<file path="src/rtl/cpu_pkg.sv">
// Shared constants for the accumulator CPU control sequencer: opcodes, state
// encodings, ALU function codes and the per-cycle strobe bundle.
package cpu_pkg;

    localparam int unsigned OP_W    = 3;
    localparam int unsigned STATE_W = 4;
    localparam int unsigned CNT_W   = 2;
    localparam int unsigned ALU_W   = 2;

    localparam logic [OP_W-1:0] OP_NOR = 3'b000;
    localparam logic [OP_W-1:0] OP_ADD = 3'b001;
    localparam logic [OP_W-1:0] OP_STA = 3'b010;
    localparam logic [OP_W-1:0] OP_JCC = 3'b011;
    localparam logic [OP_W-1:0] OP_LDA = 3'b100;
    localparam logic [OP_W-1:0] OP_JMP = 3'b101;
    localparam logic [OP_W-1:0] OP_JZ  = 3'b110;
    localparam logic [OP_W-1:0] OP_HLT = 3'b111;

    localparam logic [STATE_W-1:0] ST_FETCH   = 4'd0;
    localparam logic [STATE_W-1:0] ST_LOAD_RI = 4'd1;
    localparam logic [STATE_W-1:0] ST_DECODE  = 4'd2;
    localparam logic [STATE_W-1:0] ST_OPRD    = 4'd3;
    localparam logic [STATE_W-1:0] ST_EXEC    = 4'd4;
    localparam logic [STATE_W-1:0] ST_STORE   = 4'd5;
    localparam logic [STATE_W-1:0] ST_JUMP    = 4'd6;
    localparam logic [STATE_W-1:0] ST_HALT    = 4'd7;

    typedef enum logic [STATE_W-1:0] {
        S_FETCH   = ST_FETCH,
        S_LOAD_RI = ST_LOAD_RI,
        S_DECODE  = ST_DECODE,
        S_OPRD    = ST_OPRD,
        S_EXEC    = ST_EXEC,
        S_STORE   = ST_STORE,
        S_JUMP    = ST_JUMP,
        S_HALT    = ST_HALT
    } state_e;

    localparam logic [ALU_W-1:0] ALU_NOR   = 2'b00;
    localparam logic [ALU_W-1:0] ALU_ADD   = 2'b01;
    localparam logic [ALU_W-1:0] ALU_PASSB = 2'b10;

    // Strobes that must be qualified by ce before leaving the controller
    typedef struct packed {
        logic load_ri;
        logic inc_pc;
        logic load_pc;
        logic we_mem;
        logic load_acc;
        logic load_carry;
        logic clear_carry;
    } strobe_t;

    // Instructions that read a memory operand before executing
    function automatic logic is_operand_op(input logic [OP_W-1:0] op);
        return (op == OP_NOR) || (op == OP_ADD) || (op == OP_LDA);
    endfunction

endpackage

</file>
<file path="src/rtl/cpu_ctrl_fsm_if.sv">
// Controller <-> datapath signal bundle. The step input exists only when
// CPU_CTRL_STEP_EN is defined.
interface cpu_ctrl_fsm_if;

    logic       ce;
    logic [2:0] code_op;
    logic       carry;
    logic       acc_zero;
`ifdef CPU_CTRL_STEP_EN
    logic       step;
`endif
    logic       load_RI;
    logic       inc_PC;
    logic       load_PC;
    logic       sel_adr;
    logic       we_mem;
    logic       load_ACC;
    logic       load_carry;
    logic       clear_carry;
    logic [1:0] alu_op;
    logic       halted;
    logic [3:0] state_o;

    modport master (
`ifdef CPU_CTRL_STEP_EN
        input  step,
`endif
        input  ce, code_op, carry, acc_zero,
        output load_RI, inc_PC, load_PC, sel_adr, we_mem, load_ACC,
               load_carry, clear_carry, alu_op, halted, state_o
    );

    modport slave (
`ifdef CPU_CTRL_STEP_EN
        output step,
`endif
        output ce, code_op, carry, acc_zero,
        input  load_RI, inc_PC, load_PC, sel_adr, we_mem, load_ACC,
               load_carry, clear_carry, alu_op, halted, state_o
    );

endinterface

</file>
<file path="src/rtl/ctrl_wait_cnt.sv">
// Memory-latency wait counter shared by FETCH and OPRD. zero_o exists only
// with CPU_CTRL_STEP_EN, where it marks the start of a fetch.
module ctrl_wait_cnt
    import cpu_pkg::*;
#(
    parameter int unsigned MEM_LAT = 1
) (
    input  logic clk,
    input  logic rst,
    input  logic ce_i,
    input  logic clr_i,
    input  logic inc_i,
`ifdef CPU_CTRL_STEP_EN
    output logic zero_o,
`endif
    output logic done_o
);

    logic [CNT_W-1:0] cnt_q;
    logic [CNT_W-1:0] cnt_d;

    always_comb begin
        cnt_d = cnt_q;
        if (clr_i) begin
            cnt_d = '0;
        end else if (inc_i) begin
            cnt_d = cnt_q + CNT_W'(1);
        end
    end

    always_ff @(posedge clk or posedge rst) begin
        if (rst) begin
            cnt_q <= '0;
        end else if (ce_i) begin
            cnt_q <= cnt_d;
        end
    end

    assign done_o = (cnt_q == CNT_W'(MEM_LAT - 1));
`ifdef CPU_CTRL_STEP_EN
    assign zero_o = (cnt_q == '0);
`endif

endmodule

</file>
<file path="src/rtl/cpu_ctrl_fsm.sv">
// Fetch/decode/execute sequencer for the 16-bit accumulator CPU.
// Optional single-step gating in FETCH is enabled by CPU_CTRL_STEP_EN.
module cpu_ctrl_fsm
    import cpu_pkg::*;
#(
    parameter int unsigned MEM_LAT = 1
) (
    input  logic          clk,
    input  logic          rst,
    cpu_ctrl_fsm_if.master ctrl_if
);

    state_e           state_q;
    state_e           state_d;
    strobe_t          str_c;
    logic             sel_adr_c;
    logic [ALU_W-1:0] alu_op_c;
    logic             halted_c;
    logic             cnt_clr;
    logic             cnt_inc;
    logic             cnt_done;
    logic             stall;

`ifdef CPU_CTRL_STEP_EN
    logic cnt_zero;

    // Hold at the very start of a fetch until a step request is seen
    assign stall = cnt_zero & ~ctrl_if.step;
`else
    assign stall = 1'b0;
`endif

    ctrl_wait_cnt #(.MEM_LAT(MEM_LAT)) u_wait_cnt (
        .clk    (clk),
        .rst    (rst),
        .ce_i   (ctrl_if.ce),
        .clr_i  (cnt_clr),
        .inc_i  (cnt_inc),
`ifdef CPU_CTRL_STEP_EN
        .zero_o (cnt_zero),
`endif
        .done_o (cnt_done)
    );

    always_ff @(posedge clk or posedge rst) begin
        if (rst) begin
            state_q <= S_FETCH;
        end else if (ctrl_if.ce) begin
            state_q <= state_d;
        end
    end

    always_comb begin
        state_d   = state_q;
        cnt_clr   = 1'b0;
        cnt_inc   = 1'b0;
        str_c     = '0;
        sel_adr_c = 1'b0;
        alu_op_c  = ALU_NOR;
        halted_c  = 1'b0;
        case (state_q)
            S_FETCH: begin
                if (!stall) begin
                    if (cnt_done) begin
                        state_d = S_LOAD_RI;
                    end else begin
                        cnt_inc = 1'b1;
                    end
                end
            end
            S_LOAD_RI: begin
                str_c.load_ri = 1'b1;
                str_c.inc_pc  = 1'b1;
                state_d       = S_DECODE;
            end
            S_DECODE: begin
                sel_adr_c = 1'b1;
                if (is_operand_op(ctrl_if.code_op)) begin
                    state_d = S_OPRD;
                    cnt_clr = 1'b1;
                end else begin
                    case (ctrl_if.code_op)
                        OP_STA: state_d = S_STORE;
                        OP_JMP: state_d = S_JUMP;
                        OP_JCC: begin
                            if (!ctrl_if.carry) begin
                                state_d = S_JUMP;
                            end else begin
                                str_c.clear_carry = 1'b1;
                                state_d           = S_FETCH;
                                cnt_clr           = 1'b1;
                            end
                        end
                        OP_JZ: begin
                            if (ctrl_if.acc_zero) begin
                                state_d = S_JUMP;
                            end else begin
                                state_d = S_FETCH;
                                cnt_clr = 1'b1;
                            end
                        end
                        default: state_d = S_HALT;
                    endcase
                end
            end
            S_OPRD: begin
                sel_adr_c = 1'b1;
                if (cnt_done) begin
                    state_d = S_EXEC;
                end else begin
                    cnt_inc = 1'b1;
                end
            end
            S_EXEC: begin
                sel_adr_c      = 1'b1;
                str_c.load_acc = 1'b1;
                case (ctrl_if.code_op)
                    OP_ADD: begin
                        alu_op_c         = ALU_ADD;
                        str_c.load_carry = 1'b1;
                    end
                    OP_LDA:  alu_op_c = ALU_PASSB;
                    default: alu_op_c = ALU_NOR;
                endcase
                state_d = S_FETCH;
                cnt_clr = 1'b1;
            end
            S_STORE: begin
                sel_adr_c    = 1'b1;
                str_c.we_mem = 1'b1;
                state_d      = S_FETCH;
                cnt_clr      = 1'b1;
            end
            S_JUMP: begin
                str_c.load_pc = 1'b1;
                state_d       = S_FETCH;
                cnt_clr       = 1'b1;
            end
            S_HALT: begin
                halted_c = 1'b1;
            end
            default: begin
                state_d = S_FETCH;
                cnt_clr = 1'b1;
            end
        endcase
    end

    // Strobes never fire in a ce-low cycle; selects and status follow the state
    assign ctrl_if.load_RI     = str_c.load_ri     & ctrl_if.ce;
    assign ctrl_if.inc_PC      = str_c.inc_pc      & ctrl_if.ce;
    assign ctrl_if.load_PC     = str_c.load_pc     & ctrl_if.ce;
    assign ctrl_if.we_mem      = str_c.we_mem      & ctrl_if.ce;
    assign ctrl_if.load_ACC    = str_c.load_acc    & ctrl_if.ce;
    assign ctrl_if.load_carry  = str_c.load_carry  & ctrl_if.ce;
    assign ctrl_if.clear_carry = str_c.clear_carry & ctrl_if.ce;
    assign ctrl_if.sel_adr     = sel_adr_c;
    assign ctrl_if.alu_op      = alu_op_c;
    assign ctrl_if.halted      = halted_c;
    assign ctrl_if.state_o     = STATE_W'(state_q);

endmodule

</file>
<file path="src/flat_wrapper.sv">
// flat-port wrapper written by rule: the top's interface ports become plain ports
module cpu_ctrl_fsm_flat import cpu_pkg::*;
#(
    parameter int unsigned MEM_LAT = 1
)
  (clk, rst, ctrl_if_ce, ctrl_if_code_op, ctrl_if_carry, ctrl_if_acc_zero, ctrl_if_load_RI, ctrl_if_inc_PC, ctrl_if_load_PC, ctrl_if_sel_adr, ctrl_if_we_mem, ctrl_if_load_ACC, ctrl_if_load_carry, ctrl_if_clear_carry, ctrl_if_alu_op, ctrl_if_halted, ctrl_if_state_o);
  cpu_ctrl_fsm_if ctrl_if_i ();
  input  logic clk;
  input  logic rst;
  input wire logic [$bits(ctrl_if_i.ce)-1:0] ctrl_if_ce;
  input wire logic [$bits(ctrl_if_i.code_op)-1:0] ctrl_if_code_op;
  input wire logic [$bits(ctrl_if_i.carry)-1:0] ctrl_if_carry;
  input wire logic [$bits(ctrl_if_i.acc_zero)-1:0] ctrl_if_acc_zero;
  output wire logic [$bits(ctrl_if_i.load_RI)-1:0] ctrl_if_load_RI;
  output wire logic [$bits(ctrl_if_i.inc_PC)-1:0] ctrl_if_inc_PC;
  output wire logic [$bits(ctrl_if_i.load_PC)-1:0] ctrl_if_load_PC;
  output wire logic [$bits(ctrl_if_i.sel_adr)-1:0] ctrl_if_sel_adr;
  output wire logic [$bits(ctrl_if_i.we_mem)-1:0] ctrl_if_we_mem;
  output wire logic [$bits(ctrl_if_i.load_ACC)-1:0] ctrl_if_load_ACC;
  output wire logic [$bits(ctrl_if_i.load_carry)-1:0] ctrl_if_load_carry;
  output wire logic [$bits(ctrl_if_i.clear_carry)-1:0] ctrl_if_clear_carry;
  output wire logic [$bits(ctrl_if_i.alu_op)-1:0] ctrl_if_alu_op;
  output wire logic [$bits(ctrl_if_i.halted)-1:0] ctrl_if_halted;
  output wire logic [$bits(ctrl_if_i.state_o)-1:0] ctrl_if_state_o;
  assign ctrl_if_i.ce = ctrl_if_ce;
  assign ctrl_if_i.code_op = ctrl_if_code_op;
  assign ctrl_if_i.carry = ctrl_if_carry;
  assign ctrl_if_i.acc_zero = ctrl_if_acc_zero;
  assign ctrl_if_load_RI = ctrl_if_i.load_RI;
  assign ctrl_if_inc_PC = ctrl_if_i.inc_PC;
  assign ctrl_if_load_PC = ctrl_if_i.load_PC;
  assign ctrl_if_sel_adr = ctrl_if_i.sel_adr;
  assign ctrl_if_we_mem = ctrl_if_i.we_mem;
  assign ctrl_if_load_ACC = ctrl_if_i.load_ACC;
  assign ctrl_if_load_carry = ctrl_if_i.load_carry;
  assign ctrl_if_clear_carry = ctrl_if_i.clear_carry;
  assign ctrl_if_alu_op = ctrl_if_i.alu_op;
  assign ctrl_if_halted = ctrl_if_i.halted;
  assign ctrl_if_state_o = ctrl_if_i.state_o;
  cpu_ctrl_fsm #(.MEM_LAT(MEM_LAT)) u_core (.clk(clk), .rst(rst), .ctrl_if(ctrl_if_i));
endmodule
</file>
<file path="config.mk">
export PLATFORM = sky130hd
export DESIGN_NAME = cpu_ctrl_fsm_flat
export DESIGN_NICKNAME = d
export VERILOG_FILES = /design/src/rtl/cpu_pkg.sv /design/src/rtl/cpu_ctrl_fsm_if.sv /design/src/rtl/ctrl_wait_cnt.sv /design/src/rtl/cpu_ctrl_fsm.sv /design/src/flat_wrapper.sv
export SDC_FILE = /design/constraint.sdc
export NUM_CORES = 1
export LEC_CHECK = 0
export CORE_AREA = 2 2 39 41
export DETAILED_ROUTE_END_ITERATION = 16
export DIE_AREA = 0 0 41 43
export PLACE_DENSITY = 0.81
export SLEW_MARGIN = 20
export SYNTH_ARGS = -nofsm -noshare
export SYNTH_HDL_FRONTEND = slang
export SYNTH_HIERARCHICAL = 1
export SYNTH_SLANG_ARGS = --single-unit
export TNS_END_PERCENT = 1
</file>
<file path="constraint.sdc">
create_clock -name clk -period 2.6 [get_ports clk]
set_clock_uncertainty 0.05 [all_clocks]
set_input_delay 0.52 -clock clk [delete_from_list [all_inputs] [get_ports clk]]
set_output_delay 0.52 -clock clk [all_outputs]
set_load 0.1 [all_outputs]
</file>
==> After elaboration in Yosys (flattened, before gate mapping) <==
Index checks and enable logic that the tools add are counted.
{ "word_totals": {"register_bits": 6, "elab_cells": 65, "output_inout_bits": 15} }
{ "op_classes": {"bitwise_logic": 8, "eq_ne": 15, "muxes": 28, "n_reduce_logical": 11, "add_sub_neg": 1} }
{ "op_table": {"columns": ["cell", "n"], "rows": [
  ["4-bit one-hot mux with 5 select lines", 1],
  ["4-bit by 3-bit equality test with 1-bit output, second input constant", 4],
  ["4-bit one-hot mux with 4 select lines", 1],
  ["1-bit 2-to-1 mux", 13],
  ["4-bit 2-to-1 mux", 3],
  ["2-bit 2-to-1 mux", 5],
  ["3-bit equality test, second input constant", 3],
  ["4-bit by 2-bit equality test with 1-bit output, second input constant", 2],
  ["4-bit OR reduction", 2],
  ["1-bit AND", 7],
  ["3-bit by 2-bit equality test with 1-bit output, second input constant", 2],
  ["3-bit 2-to-1 mux", 2],
  ["4-bit by 1-bit equality test with 1-bit output, second input constant", 1],
  ["4-bit zero test", 1],
  ["2-bit by 1-bit inequality test with 1-bit output, second input constant", 2],
  ["1-bit one-hot mux with 2 select lines", 2],
  ["2-bit one-hot mux with 2 select lines", 1],
  ["4-bit AND reduction", 1],
  ["3-bit by 1-bit equality test with 1-bit output, second input constant", 1],
  ["3-bit zero test", 1],
  ["2-bit by 1-bit adder with 2-bit output, second input constant", 1],
  ["2-bit zero test", 1],
  ["1-bit logical OR", 2],
  ["2-bit AND reduction", 1],
  ["3 further kinds", 3]
]} }

==> Depth between registers and ports, before layout <==
{ "depth": {"word_depth": 7, "depth_mapped": 6, "mapped_depth_nobuf": 6} }

==> Cells and area by module <==
The synthesis kept the hierarchy.
{ "by_module_without_submodules": {"columns": ["mod", "area_each_um2", "instances", "seq_area_each_um2", "cells_each"], "rows": [
  ["cpu_ctrl_fsm", 394.1, 1, 75.1, 57],
  ["ctrl_wait_cnt", 115.1, 1, 50.0, 11]
]} }

==> Worst setup path before layout <==
OpenSTA, ideal clock, no wires.
{ "synth_timing": {"path_kind": "flip-flop to output port", "startpoint": "register u_core.state_q[2], in the netlist u_core/ctrl_if.state_o[2]", "endpoint": "output ctrl_if_alu_op[1]", "path_stages_with_launch": 4, "slack_ns": -2.169, "arrival_time_ns": 4.199, "n_path_buf": 1, "required_time_ns": 2.030, "path_cell_list": "dfrtp_1 -> buf_2 -> nand2b_1 -> nor4_1"} }
{ "synth_via": {"elab_chain_len": 2} }
{ "synth_rtl": {"columns": ["item", "line_no", "rtl"], "rows": [
  ["start, declared", "cpu_ctrl_fsm.sv:13", "state_e state_q;"],
  ["start signal, assigned", "cpu_ctrl_fsm.sv:49", "state_q <= state_d;"],
  ["4-bit by 3-bit equality test with 1-bit output", "cpu_ctrl_fsm.sv:61", "case (state_q)"],
  ["2-bit 2-to-1 mux", "cpu_ctrl_fsm.sv:61", null],
  ["end, declared", "flat_wrapper.sv:22", "output wire logic [$bits(ctrl_if_i.alu_op)-1:0] ctrl_if_alu_op;"]
]} }
No other way between the ends.

==> Worst setup path in the final report <==
{ "layout_timing": {"startpoint": "input ctrl_if_code_op[2]", "endpoint": "output ctrl_if_clear_carry"} }
{ "layout_via": {"elab_chain_len": 6, "word_cells_on_any_way": 10, "classes_between": "3 x eq/ne; 3 x mux; 1 x bitwise; 3 x reduce/logical"} }
{ "layout_rtl": {"columns": ["item", "line_no", "rtl"], "rows": [
  ["start, declared", "flat_wrapper.sv:11", "input wire logic [$bits(ctrl_if_i.code_op)-1:0] ctrl_if_code_op;"],
  ["3-bit by 1-bit equality test with 1-bit output or 3-bit zero test (tied branches)", "cpu_pkg.sv:56", "return (op == OP_NOR) || (op == OP_ADD) || (op == OP_LDA);"],
  ["1-bit logical OR (2 in series)", "cpu_pkg.sv:56", null],
  ["1-bit 2-to-1 mux *", "cpu_ctrl_fsm.sv:78", "if (is_operand_op(ctrl_if.code_op)) begin"],
  ["1-bit 2-to-1 mux *", "cpu_ctrl_fsm.sv:61", null],
  ["1-bit AND *", "cpu_ctrl_fsm.sv:156", "assign ctrl_if.clear_carry = str_c.clear_carry & ctrl_if.ce;"],
  ["end, declared", "flat_wrapper.sv:21", "output wire logic [$bits(ctrl_if_i.clear_carry)-1:0] ctrl_if_clear_carry;"]
]} }
Mark *: on every way between the ends. The rest lies on a longest branch, timed or not.

==> flow_summary.ini <==
[setup_path]
endpoint_kind = output port
crit_fanout = 7
cp-start-kind = input pin
worst_ep_arrival_time_ps = 1880
worst-r2r-cell-count = 5
crit_start = ctrl_if_code_op[2]
worstReg2RegEnd = u_core/u_wait_cnt/cnt_q[1]$_DFFE_PP0P_
worst-r2r-setup-slack_ps = 1060
crit_path_end = ctrl_if_clear_carry
critPathKind = input pin to output port
crit_required_ps = 2030
r2r_start = u_core/ctrl_if.state_o[1]$_DFFE_PP0P_

[grt]
grt_remaining_overflow = 0
grtUsageTotal = 0.181
grt_pass1_vias = 528
grt_max_degree = 14
grt_pass1_wl_mm = 2.17
grt_antenna_before_repair = 0

[drt]
routed_wl_mm = 1.31
drt_iter0_markers = 19
vias = 562
post_drt_wl_per_cell_um = 12.4
firstDrtPassIters = 4
antenna_left = 0
vias_per_cell = 5.30
drcViolationCount = 0

[clock_network]
ctsResizeCount = 0
htree_levels = 1
cts.clk_slew.worst_paths_ps = 40
cts_made_buffers = 3
clock-sinks = 5
clock_latency_ps = 240
clockBufferDepth = 2
cts_tree = built
cts_setup_buffers = 0
hold_buffers = 0
root_buffer = clkbuf_4

[placed_design]
post_dp_cell_area_um2 = 877
dp_hpwl_mm = 1.05
port_buffers = 21
gp_routability_congestion = 0.840
dp.cells = 102

[finish]
area_growth_pct = 77.4
fill_cells = 119
stdcell_count = 106
final_layout_size_suffix_gt1_frac = 0.356
multiInputGateArea_um2 = 383
regArea_um2 = 133
final_cell_area_um2 = 903
final_nets = 100
num_antenna_cells = 0

[pwr]
ir_drop_mv = 0.707
power_per_cell_area_nw_per_um2 = 1160
p_leak_nw = 0.367

[worst_hold_path]
hold_class = input pin to async pin

[timing]
fin_crit_ps = 2450
fin_hold_ws_ps = 409
finalSetupViolCount = 0
timing.fmax_mhz = 408
rsz0062_at_grt = false
slew_viol_final = 0
hold_viol = 0
finalCritPeriodShare = 0.942

[floorplan]
boundaryPins = 23
die_w_um = 41
initial_core_util = 0.368
die_y_um = 43
rows = 14
dieArea_um2 = 1760
core_area_um2 = 1380

[synth]
synth_top_area_frac = 0.246
synth_ff_type = dfrtp_1
synth.most_common_cell = nor2_1
ys_seq_elements = 5
syn_avg_cell_area_um2 = 7.49
async_flop_share = 1.00
syn-cell-area_um2 = 509
ys_seq_area_frac = 0.246
synth_area_leaders = dfrtp_1 (25%), nor2_1 (7.4%), nand2b_1 (6.1%)
synth.distinct_cells = 34
yosys.area.top_type = dfrtp_1
yosys_warnings = 6
synth-edff-count = 0
syn_inst = 68
ys_top_cells_by_count = nor2_1 (10), nand2_1 (6), dfrtp_1 (5), nand2b_1 (5)
synth_fp_nets = 77

[status]
status = completed

[job]
drv_cap = 0
==> cells by family (layout without fill, tap and decap cells) <==
group / Yosys count / after routing / synth area share
AOI/OAI and AO/OA: 16 / 16 / 0.219
xor gates and xnor gates: 2 / 2 / 0.0344
adders and majority gates: 1 / 1 / 0.0246
buffers and inverters: 11 / 33 / 0.106
DFF: 5 / 5 / 0.246
other: 1 / 1 / 0.00736
and+or+nand+nor: 32 / 32 / 0.364
==> cell usage in the layout (no fill, tap or decap), types with 2 or more instances in the layout <==
| cell | count |
|---|---|
| buf_12 | 10 |
| nor2_1 | 8 |
| clkdlybuf4s50_1 | 7 |
| buf_4 | 7 |
| nand2_1 | 6 |
| nand2b_1 | 4 |
| a21oi_1 | 4 |
| inv_1 | 4 |
| clkbuf_4 | 3 |
| dfrtp_1 | 3 |
| nand2b_4 | 2 |
| nor4_4 | 2 |
| nor2_2 | 2 |
| dfrtp_4 | 2 |
==> metal layers <==
metal,up-vias,global-route usage,part of all wire
met2,25,0.278,0.54
li1,274,-,-
met5,-,0,0
met4,0,0.0867,0.0092
met1,261,0.212,0.39
met3,2,0.0628,0.059
==> worst min path at each step <==
stage,cells past startpoint,slack (ps),startpoint,end
6_report,2,410,rst,u_core/u_wait_cnt/cnt_q[0]$_DFFE_PP0P_
5_1_grt,2,440,rst,u_core/u_wait_cnt/cnt_q[0]$_DFFE_PP0P_
4_1_cts,2,400,rst,u_core/u_wait_cnt/cnt_q[0]$_DFFE_PP0P_
3_5_place_dp,2,460,u_core/u_wait_cnt/cnt_q[1]$_DFFE_PP0P_,u_core/u_wait_cnt/cnt_q[1]$_DFFE_PP0P_
3_3_place_gp,2,470,u_core/u_wait_cnt/cnt_q[1]$_DFFE_PP0P_,u_core/u_wait_cnt/cnt_q[1]$_DFFE_PP0P_
2_1_floorplan,1,210,rst,u_core/u_wait_cnt/cnt_q[0]$_DFFE_PP0P_
==> power by group <==
group / switching, mW / total (mW) / leakage, nW / internal (mW)
clock: 0.0326 / 0.0906 / 0.0150 / 0.0581
combinational: 0.548 / 0.787 / 0.290 / 0.238
sequential: 0.0608 / 0.174 / 0.0628 / 0.113
total: 0.641 / 1.05 / 0.367 / 0.410
==> state kept, by name (all words and copies together), names as in the netlist <==
name,count
u_core/u_wait_cnt/cnt_q,2
u_core/ctrl_if.state_o,3
==> worst max-delay path: stages <==
cell,delay [ps]
clkdlybuf4s50_1,510
nand2b_4,210
nor2_1,210
nand2_1,100
nor2_2,140
buf_12,190
==> cell type report <==
cell class,instances,area share
Tap cell,16,0.0222
Timing Repair Buffer,24,0.357
Sequential cell,5,0.147
Inverter,5,0.0208
Multi-Input combinational cell,52,0.424
Clock buffer,4,0.0291
==> through the flow <==
step                 util  total power [mW]  setup TNS, ps  worst slack (ps)
finish              0.653              1.05              0               152
global route        0.653              1.10              0              81.9
CTS                 0.653              1.06              0               165
detailed placement  0.634             0.963              0               173
global placement    0.634             0.948              0               204
floorplan               -             0.787          -3230              -589
No activity file was read; power rests on OpenSTA's default activity.
